**config.mk**
```make
export PLATFORM = sky130hd
export DESIGN_NAME = muldiv_unit
export DESIGN_NICKNAME = d
export VERILOG_FILES = /design/src/rtl/muldiv_pkg.sv /design/src/rtl/muldiv_step.sv /design/src/rtl/muldiv_unit.sv
export SDC_FILE = /design/constraint.sdc
export NUM_CORES = 1
export LEC_CHECK = 0
export BUFFER_PORTS_ARGS = -buffer_cell sky130_fd_sc_hd__clkbuf_2
export CORE_MARGIN = 1.5
export CORE_UTILIZATION = 56
export CTS_BUF_LIST = sky130_fd_sc_hd__clkbuf_4
export DETAILED_ROUTE_END_ITERATION = 7
export MAX_ROUTING_LAYER = met4
export PLACE_DENSITY = 0.9
export SLEW_MARGIN = 10
export SYNTH_ARGS = -nofsm -noshare
export SYNTH_HDL_FRONTEND = slang
export SYNTH_SLANG_ARGS = --single-unit
```
**constraint.sdc**
```tcl
create_clock -name clk -period 6.7 [get_ports clk]
set_clock_uncertainty 0.1 [all_clocks]
set_input_delay 1.34 -clock clk [delete_from_list [all_inputs] [get_ports clk]]
set_output_delay 1.34 -clock clk [all_outputs]
set_load 0.1 [all_outputs]
```
**src/rtl/muldiv_pkg.sv**
```systemverilog
// muldiv_pkg: shared types and helpers for the iterative multiply/divide unit.
//   md_op_t    : operation encoding as presented on the unit's op port
//   md_state_t : sequencer states (IDLE, RUN, FIX)
//   abs_val    : two's-complement magnitude of a zero-extended operand
package muldiv_pkg;

    typedef enum logic [1:0] {
        MD_MULT  = 2'd0,
        MD_MULTU = 2'd1,
        MD_DIV   = 2'd2,
        MD_DIVU  = 2'd3
    } md_op_t;

    typedef enum logic [1:0] {
        IDLE = 2'd0,
        RUN  = 2'd1,
        FIX  = 2'd2
    } md_state_t;

    // abs_val works on a fixed maximum width so it can serve any WIDTH up to
    // 64. Callers zero-extend their operand and truncate the result back.
    localparam int ABS_MAX_W = 64;

    function automatic logic [ABS_MAX_W-1:0] abs_val(input logic [ABS_MAX_W-1:0] x,
                                                     input logic                 neg);
        return neg ? (~x + ABS_MAX_W'(1)) : x;
    endfunction

endpackage

```
**src/rtl/muldiv_step.sv**
```systemverilog
// muldiv_step: one radix-2 iteration of the multiply/divide datapath.
//   is_div   : 1 = restoring shift-subtract, 0 = shift-add
//   acc      : {upper, lower} working accumulator
//              multiply: {partial product, remaining multiplier bits}
//              divide  : {partial remainder, remaining dividend / quotient bits}
//   operand  : multiplicand (multiply) or divisor (divide), both magnitudes
//   acc_next : accumulator after this iteration
module muldiv_step #(
    parameter int WIDTH = 32
) (
    input  logic               is_div,
    input  logic [2*WIDTH-1:0] acc,
    input  logic [WIDTH-1:0]   operand,
    output logic [2*WIDTH-1:0] acc_next
);

    logic [WIDTH:0] sum;
    logic [WIDTH:0] partial;
    logic [WIDTH:0] divisor_x;
    logic           ge;

    always_comb begin
        acc_next  = acc;
        // Multiply: add multiplicand to the upper half when the current
        // multiplier bit is set; the carry shifts into the MSB.
        sum       = {1'b0, acc[2*WIDTH-1:WIDTH]} + (acc[0] ? {1'b0, operand} : '0);
        // Divide: the shifted-in remainder needs one extra bit because the
        // previous remainder may be as large as divisor-1.
        partial   = {acc[2*WIDTH-1:WIDTH], acc[WIDTH-1]};
        divisor_x = {1'b0, operand};
        ge        = (partial >= divisor_x);
        if (is_div) begin
            acc_next = {(ge ? WIDTH'(partial - divisor_x) : partial[WIDTH-1:0]),
                        acc[WIDTH-2:0], ge};
        end else begin
            acc_next = {sum, acc[WIDTH-1:1]};
        end
    end

endmodule

```
**src/rtl/muldiv_unit.sv**
```systemverilog
// muldiv_unit: iterative MULT/MULTU/DIV/DIVU unit with HI/LO registers.
//   clk, reset   : rising-edge clock, asynchronous active-high reset
//   start, op    : launch an operation with operands a (rs) and b (rt)
//   flush        : abort an in-flight operation without touching HI/LO
//   mthi, mtlo   : write wdata into HI / LO (only while idle)
//   busy         : operation in progress (RUN or FIX)
//   done         : one-cycle pulse after HI/LO were written by an operation
//   div_zero     : sticky flag, last division had a zero divisor
//   hi, lo       : HI/LO registers
//   state        : current sequencer state, for observation
//
// Handshake: start is accepted only when busy is low and flush is low in the
// same cycle; there is no separate ready, busy low is the ready condition.
// Results appear WIDTH+1 edges after the accepting edge, flagged by done.
module muldiv_unit
    import muldiv_pkg::*;
#(
    parameter int WIDTH = 32
) (
    input  logic             clk,
    input  logic             reset,
    input  logic             start,
    input  md_op_t           op,
    input  logic [WIDTH-1:0] a,
    input  logic [WIDTH-1:0] b,
    input  logic             flush,
    input  logic             mthi,
    input  logic             mtlo,
    input  logic [WIDTH-1:0] wdata,
    output logic             busy,
    output logic             done,
    output logic             div_zero,
    output logic [WIDTH-1:0] hi,
    output logic [WIDTH-1:0] lo,
    output md_state_t        state
);

    localparam int               CNT_W = $clog2(WIDTH) + 1;
    localparam logic [CNT_W-1:0] LAST  = CNT_W'(WIDTH - 1);

    md_state_t          cur_state;
    logic [CNT_W-1:0]   cnt;
    logic [2*WIDTH-1:0] acc;
    logic [2*WIDTH-1:0] acc_next;
    logic [WIDTH-1:0]   operand;
    logic [WIDTH-1:0]   a_raw;
    logic               is_div;
    logic               neg_main;   // product or quotient sign
    logic               neg_rem;    // remainder sign

    logic               signed_op;
    logic               a_neg;
    logic               b_neg;
    logic [WIDTH-1:0]   a_mag;
    logic [WIDTH-1:0]   b_mag;
    logic [2*WIDTH-1:0] prod_fix;
    logic [WIDTH-1:0]   quo_fix;
    logic [WIDTH-1:0]   rem_fix;

    always_comb begin
        signed_op = (op == MD_MULT) || (op == MD_DIV);
        a_neg     = signed_op & a[WIDTH-1];
        b_neg     = signed_op & b[WIDTH-1];
        a_mag     = WIDTH'(abs_val(ABS_MAX_W'(a), a_neg));
        b_mag     = WIDTH'(abs_val(ABS_MAX_W'(b), b_neg));
        prod_fix  = neg_main ? -acc : acc;
        quo_fix   = neg_main ? -acc[WIDTH-1:0] : acc[WIDTH-1:0];
        rem_fix   = neg_rem ? -acc[2*WIDTH-1:WIDTH] : acc[2*WIDTH-1:WIDTH];
    end

    muldiv_step #(.WIDTH(WIDTH)) u_step (
        .is_div   (is_div),
        .acc      (acc),
        .operand  (operand),
        .acc_next (acc_next)
    );

    assign busy  = (cur_state != IDLE);
    assign state = cur_state;

    always_ff @(posedge clk or posedge reset) begin
        if (reset) begin
            cur_state <= IDLE;
            cnt       <= '0;
            acc       <= '0;
            operand   <= '0;
            a_raw     <= '0;
            is_div    <= 1'b0;
            neg_main  <= 1'b0;
            neg_rem   <= 1'b0;
            hi        <= '0;
            lo        <= '0;
            done      <= 1'b0;
            div_zero  <= 1'b0;
        end else begin
            done <= 1'b0;
            case (cur_state)
                IDLE: begin
                    if (start && !flush) begin
                        is_div    <= op[1];
                        neg_main  <= a_neg ^ b_neg;
                        neg_rem   <= a_neg;
                        a_raw     <= a;
                        // Multiply keeps the multiplier in the lower half;
                        // divide keeps the dividend there.
                        operand   <= op[1] ? b_mag : a_mag;
                        acc       <= {{WIDTH{1'b0}}, (op[1] ? a_mag : b_mag)};
                        cnt       <= '0;
                        cur_state <= RUN;
                    end else begin
                        if (mthi) hi <= wdata;
                        if (mtlo) lo <= wdata;
                    end
                end
                RUN: begin
                    if (flush) begin
                        cur_state <= IDLE;
                    end else begin
                        acc <= acc_next;
                        cnt <= cnt + CNT_W'(1);
                        if (cnt == LAST) cur_state <= FIX;
                    end
                end
                FIX: begin
                    cur_state <= IDLE;
                    if (!flush) begin
                        done <= 1'b1;
                        if (is_div) begin
                            if (operand == '0) begin
                                lo       <= '1;
                                hi       <= a_raw;
                                div_zero <= 1'b1;
                            end else begin
                                lo       <= quo_fix;
                                hi       <= rem_fix;
                                div_zero <= 1'b0;
                            end
                        end else begin
                            {hi, lo} <= prod_fix;
                        end
                    end
                end
                default: cur_state <= IDLE;
            endcase
        end
    end

endmodule
```
==> results of run 1 <==
==> state kept, by name, summed over array words and instances (netlist names) <==
signal / flops
div_zero: 1
neg_rem: 1
cnt: 6
done: 1
state: 2
a_raw: 32
lo: 32
acc: 64
is_div: 1
neg_main: 1
operand: 32
hi: 32
==> cell type report <==
cell class	instances	area [µm²]	share of cell area, %
flip-flops and latches	205	5130	27.5
clock buffers	81	608	3.26
diodes	1	2.50	0.0134
well taps	390	488	2.61
inverters	74	282	1.51
clock inverters	22	116	0.623
repair buffers	196	1050	5.64
multi-input cells	1797	11000	58.8
==> per-layer routing <==
layer  vias up  track usage (%)
li1       8208                -
met5         -                -
met4         0             19.0
met2      1346             59.8
met1      8663             54.2
met3       244             9.64
==> layout by cell type, fill, tap and decap left out, types with 15 or more instances in the layout <==
cell type and instances:
o21ai_0 246, nor3_1 38, or3_1 28, clkinv_1 19, nor4_1 17, nand3_1 48, a21o_1 26, or4_1 17
ha_1 69, clkbuf_4 81, and3_1 16, clkbuf_2 172, xor2_1 70, nand2_1 318, inv_1 72, o22ai_1 24
o211ai_1 40, a21oi_1 216, nand2b_1 16, buf_4 23, o31ai_1 40, nor2b_1 15, a31oi_1 22, a211oi_1 21
nor2_1 172, xnor2_1 116, or2_2 16, mux2i_1 50, dfrtp_1 203
==> critical path, stage by stage (launching register included) <==
cell	delay (ns)
dfrtp_1	0.47
or4_1	0.60
nor3_1	0.58
nand4_1	0.37
or2_2	0.55
o21ai_0	0.55
o21ai_0	0.19
a221oi_1	0.84
o31ai_1	0.14
==> worst paths after layout <==
kind,startpoint,end,slack [ns],cells past startpoint
min in group asynchronous,reset,acc[51]$_DFFE_PP0P_,0.64,2
min,hi[8]$_DFFE_PP0P_,hi[8]$_DFFE_PP0P_,0.38,2
max reg2reg,acc[10]$_DFFE_PP0P_,hi[11]$_DFFE_PP0P_,2.19,8
min reg2reg,hi[8]$_DFFE_PP0P_,hi[8]$_DFFE_PP0P_,0.38,2
max in group asynchronous,reset,is_div$_DFFE_PP0P_,4.35,3
max,acc[10]$_DFFE_PP0P_,hi[11]$_DFFE_PP0P_,2.19,8
==> stage by stage <==
stage               area [µm²]  power [W]
floorplan                17000    0.00528
global placement         17900    0.00624
detailed placement       17900    0.00635
CTS                      18700    0.00754
global route             18700    0.00814
finish                   18700    0.00768
==> report_power, final <==
part           total [W]  internal [W]  switching [W]
combinational    0.00436       0.00156        0.00279
sequential       0.00213       0.00154       0.000599
clock            0.00119      0.000594       0.000594
total            0.00768       0.00369        0.00399
==> cell families (layout without fill, tap and decap cells) <==
| family | after synthesis | count (layout) | synth area share (%) |
|---|---|---|---|
| flip-flops | 205 | 205 | 30.2 |
| other | 0 | 1 | 0 |
| adder cells (fa/ha/maj) | 71 | 71 | 5.33 |
| AND/OR/NAND/NOR | 742 | 742 | 19.9 |
| multiplexers | 55 | 55 | 3.28 |
| XOR/XNOR | 186 | 186 | 9.60 |
| buffers and inverters | 228 | 373 | 5.21 |
| AO/OA/AOI/OAI | 743 | 743 | 26.4 |
==> impl_metrics.json, run 1 <==
{
  "synth_area_mm2": 0.0170,
  "slew_headroom_pct": 27.8,
  "synth_top_area_share_pct": 30.2,
  "cts_setup_buffers": 0,
  "drv_cap": 0,
  "worst_pin_slew_ns": 1.08,
  "routed_wl_um": 63300,
  "yosysMostFrequentCell": "nand2_1",
  "die_x_um": 177,
  "met2_wirelength_um": 27300,
  "via_per_inst": 6.67,
  "ys_ff_latch": 205,
  "final_util_pct": 62.8,
  "grt_pass1_wl_um": 97100,
  "powerDensity_mw_per_mm2": 411,
  "grt_usage_pct": 41.2,
  "finalWorstSetupSlack_ns": 2.19,
  "synth_common_cells": "nand2_1, o21ai_0, a21oi_1",
  "outcome": "finished clean",
  "ir_drop_mv": 0.234,
  "clk_pin_slew_ns": 0.07,
  "hpwl_um": 47100,
  "drt-met1-wl_um": 24500,
  "cts_resized": 0,
  "synth.avg_cell_area_um2": 7.61,
  "start_kind": "flop",
  "cts_hold_buf": 0,
  "die_area_mm2": 0.0313,
  "ys_seq_area_share_pct": 30.2,
  "fp.coreArea_mm2": 0.0297,
  "cp_max_fo": 14,
  "cts_buffer_depth": 3,
  "vias": 18500,
  "yosysUniqueCellTypes": 76,
  "finalSetupTns_ns": 0,
  "syn_inst": 2230,
  "final_cells": 2766,
  "place_inst": 2662,
  "firstDrtPassIters": 7,
  "path_class": "flop to flop",
  "hp-class": "flop to flop",
  "final.period_utilization_pct": 67.4,
  "grt_pass1_vias": 17000,
  "io_buffers": 172,
  "setup_violations": 0,
  "drt_iter0_markers": 2742,
  "cts_tree": "done",
  "p_leak_nw": 8.35,
  "holdWs_ns": 0.379,
  "top_level_ports": 173,
  "grt_max_degree": 174,
  "hold_viol": 0,
  "area_growth_pct": 10.1,
  "overflow": 0,
  "synth_edf_count": 0,
  "fillers": 2609,
  "insertion_delay_ns": 0.74,
  "cts-buffers-inserted": 56,
  "max_clock_freq_mhz": 222,
  "synth_largest_area_cell": "dfrtp_1",
  "cts_sinks": 205,
  "synth_flop_cell": "dfrtp_1",
  "row_count": 63,
  "crit_arrival_ns": 5.01,
  "wire_per_inst_um": 22.9,
  "place_congestion": 1.03,
  "root_buffer": "clkbuf_4",
  "drive_above_1_share_pct": 13.7,
  "finalCriticalPeriod_ns": 4.51,
  "highest_layer": "met4",
  "wl_met3_um": 8040,
  "nets": 2505,
  "fp.dieH_um": 177,
  "worstPathRequired_ns": 7.19,
  "place_worst_setup_slack_ns": 1.88,
  "slew_viol_final": 0,
  "yosys_warnings": 0,
  "initial_core_util_pct": 57.1,
  "h-tree-depth": 2,
  "antenna_found_initial": 1,
  "drc": 0,
  "crit_path_end_kind": "flop",
  "detail-route-antenna-nets": 0,
  "async_reset_ff_share_pct": 100,
  "synth_area_leaders": "dfrtp_1, o21ai_0, nand2_1",
  "rsz0062_at_grt": "false",
  "syn_nets": 2405
}
Note: power is estimated with default switching activity, not from simulation.
==> run 2: changes to the inputs <==
- ABC_AREA: default -> 1
- CORE_UTILIZATION: 56 -> 57
- PLACE_DENSITY: 0.9 -> 0.91
- clock period: 6.7 -> 4.1 ns (I/O delays scaled with it)
==> impl_metrics.json, run 2 <==
{
  "pwr-share-seq_pct": 22.7,
  "cts_resized": 0,
  "finalSetupTns_ns": 0,
  "syn_inst": 3483,
  "finalWorstSetupSlack_ns": 0.823,
  "io_buffers": 172,
  "yosysUniqueCellTypes": 52,
  "crit_family": "flip-flops",
  "cts-buffers-inserted": 58,
  "synth_flop_cell": "dfrtp_1",
  "start_kind": "flop",
  "drc": 1,
  "final.period_utilization_pct": 79.9,
  "slew_headroom_pct": 28.4,
  "hp-class": "input pin to asynchronous set/reset pin",
  "syn_nets": 3658,
  "synth_area_leaders": "dfrtp_1, nand2_1, nor2_1",
  "insertion_delay_ns": 0.85,
  "place_worst_setup_slack_ns": 0.877,
  "synth_area_mm2": 0.0204,
  "r2r_start": "acc[0]$_DFFE_PP0P_",
  "cp_max_fo": 20,
  "root_buffer": "clkbuf_4",
  "grt_pass1_vias": 22500,
  "wire_per_inst_um": 21.8,
  "worstPathRequired_ns": 4.76,
  "slowest_delay_ns": 0.83,
  "drv_cap": 0,
  "fp.coreArea_mm2": 0.0354,
  "crit_arrival_ns": 3.94,
  "worst_pin_slew_ns": 1.06,
  "path_class": "flop to flop",
  "via_per_inst": 6.00,
  "antenna_found_initial": 1,
  "slowest_stage": "dfrtp_1",
  "cts_buffer_depth": 3,
  "die_x_um": 192,
  "die_area_mm2": 0.0370,
  "ys_ff_latch": 205,
  "ys_seq_area_share_pct": 25.1,
  "finalCriticalPeriod_ns": 3.28,
  "rsz0062_at_grt": "false",
  "crit_path_end_kind": "flop",
  "routed_wl_um": 90200,
  "overflow": 0,
  "largest_register_ffs": 64,
  "synth.avg_cell_area_um2": 5.87,
  "fp.dieH_um": 192,
  "final_cell_mix": "nand2_1, nor2_1, inv_1",
  "cts_sinks": 205,
  "crit_chain": "nand2_1 -> inv_1 -> ha_1 -> inv_1 -> fa_1 -> inv_1 -> nand2_1 -> o21ai_2 -> nand2_1 -> nand2_1 -> nand2_1 -> nand2_1 -> nand2_1 -> a31oi_1 -> o211ai_2 -> nand2_1",
  "fillers": 3581,
  "h-tree-depth": 2,
  "powerDensity_mw_per_mm2": 685,
  "ir_drop_mv": 0.502,
  "drt_iter0_markers": 3133,
  "max_clock_freq_mhz": 305,
  "cts_tree": "done",
  "synth_largest_area_cell": "dfrtp_1",
  "grt_max_degree": 104,
  "violations": "DRC",
  "p_leak_nw": 11.7,
  "vias": 24800,
  "yosys_warnings": 0,
  "hpwl_um": 71700,
  "setup_violations": 0,
  "layout_commonest_cell": "nand2_1",
  "place_congestion": 1.08,
  "comb_power_share_pct": 65.1,
  "row_count": 69,
  "synth_edf_count": 0,
  "slew_viol_final": 0,
  "regMostFlops": "acc",
  "detail-route-antenna-nets": 0,
  "hold_viol": 0,
  "top_level_ports": 173,
  "grt_pass1_wl_um": 134000,
  "cp_common_cell": "nand2_1",
  "clk_pin_slew_ns": 0.07,
  "final_util_pct": 63.2,
  "cts_hold_buf": 0,
  "outcome": "finished with violations",
  "area_growth_pct": 9.58,
  "nets": 3814,
  "p_sw_w": 0.00916,
  "synth_common_cells": "nand2_1, nor2_1, inv_1",
  "cts_setup_buffers": 0,
  "synth_top_area_share_pct": 25.1,
  "crit_path_start": "acc[0]$_DFFE_PP0P_",
  "power_frac_clock_pct": 12.2,
  "firstDrtPassIters": 8,
  "initial_core_util_pct": 57.7,
  "async_reset_ff_share_pct": 100,
  "p_sw_share_pct": 59.8,
  "worst-path-buf-inv": 3,
  "drive_above_1_share_pct": 10.5,
  "power.internal_w": 0.00616,
  "yosysMostFrequentCell": "nand2_1",
  "grt_usage_pct": 50.1
}
==> run 2: path summary, 6_finish.rpt <==
kind                                          to  slack [ns]  cells past startpoint
max                          acc[45]$_DFFE_PP0P_        0.82                     16
min                           lo[10]$_DFFE_PP0P_        0.03                      3
max reg2reg                  acc[45]$_DFFE_PP0P_        0.82                     16
min reg2reg                a_raw[17]$_DFFE_PP0P_        0.39                      2
max in group asynchronous     is_div$_DFFE_PP0P_        3.27                      3
min in group clk                  done$_DFF_PP0_        0.12                      2
==> run 2: power by group through the flow <==
stage	registers, W	clock network [W]	logic, W
6_report	0.00347	0.00187	0.00998
4_1_cts	0.00340	0.00187	0.00960
5_1_grt	0.00348	0.00197	0.0108
2_1_floorplan	0.00389	0	0.00607
3_5_place_dp	0.00343	0	0.00956
3_3_place_gp	0.00341	0	0.00957
==> run 2: logic make-up (layout without fill, tap and decap cells) <==
logic type | after synthesis | in the layout | share of synthesized area, %
compound gates | 531 | 531 | 14.6
simple gates | 2033 | 2033 | 41.2
flops | 205 | 205 | 25.1
xor+xnor | 95 | 95 | 4.07
fa+ha+maj | 71 | 71 | 4.42
buf+inv | 548 | 740 | 10.6
other cells | 0 | 2 | 0
==> run 2: routing by layer <==
metal | vias to the layer above | wire length (µm) | GRT usage, %
met5 | - | 0 | -
li1 | 11500 | - | -
met4 | 0 | 5690 | 26.7
met2 | 1753 | 37800 | 72.3
met1 | 11300 | 35000 | 63.4
met3 | 328 | 11800 | 14.1
==> run 2: worst register-to-register path: stages (launching register included) <==
cell      delay (ns)
dfrtp_1         0.83
nand2_1         0.12
inv_1           0.08
ha_1            0.28
inv_1           0.09
fa_1            0.40
inv_1           0.11
nand2_1         0.08
o21ai_2         0.26
nand2_1         0.08
nand2_1         0.12
nand2_1         0.08
nand2_1         0.12
nand2_1         0.06
a31oi_1         0.25
o211ai_2        0.14
nand2_1         0.08
==> run 2: cell type report <==
type | count | area [µm²] | area share [%]
repair buffers | 216 | 1230 | 5.49
clock inverters | 17 | 82.6 | 0.369
clock buffers | 79 | 593 | 2.65
flip-flops and latches | 205 | 5130 | 22.9
multi-input cells | 2730 | 13200 | 58.7
well taps | 461 | 577 | 2.58
diodes | 2 | 5.00 | 0.0224
inverters | 428 | 1620 | 7.22
==> run 2: metrics by stage <==
step | power (W) | hold slack (ns) | instance area (µm²) | instances
after floorplan | 0.00997 | 0.348 | 20400 | 3483
after global placement | 0.0130 | 0.368 | 21700 | 4040
after detailed placement | 0.0130 | 0.376 | 21700 | 4040
after CTS | 0.0149 | 0.0122 | 22400 | 4136
after global routing | 0.0162 | 0.0637 | 22400 | 4138
final | 0.0153 | 0.0317 | 22400 | 4138
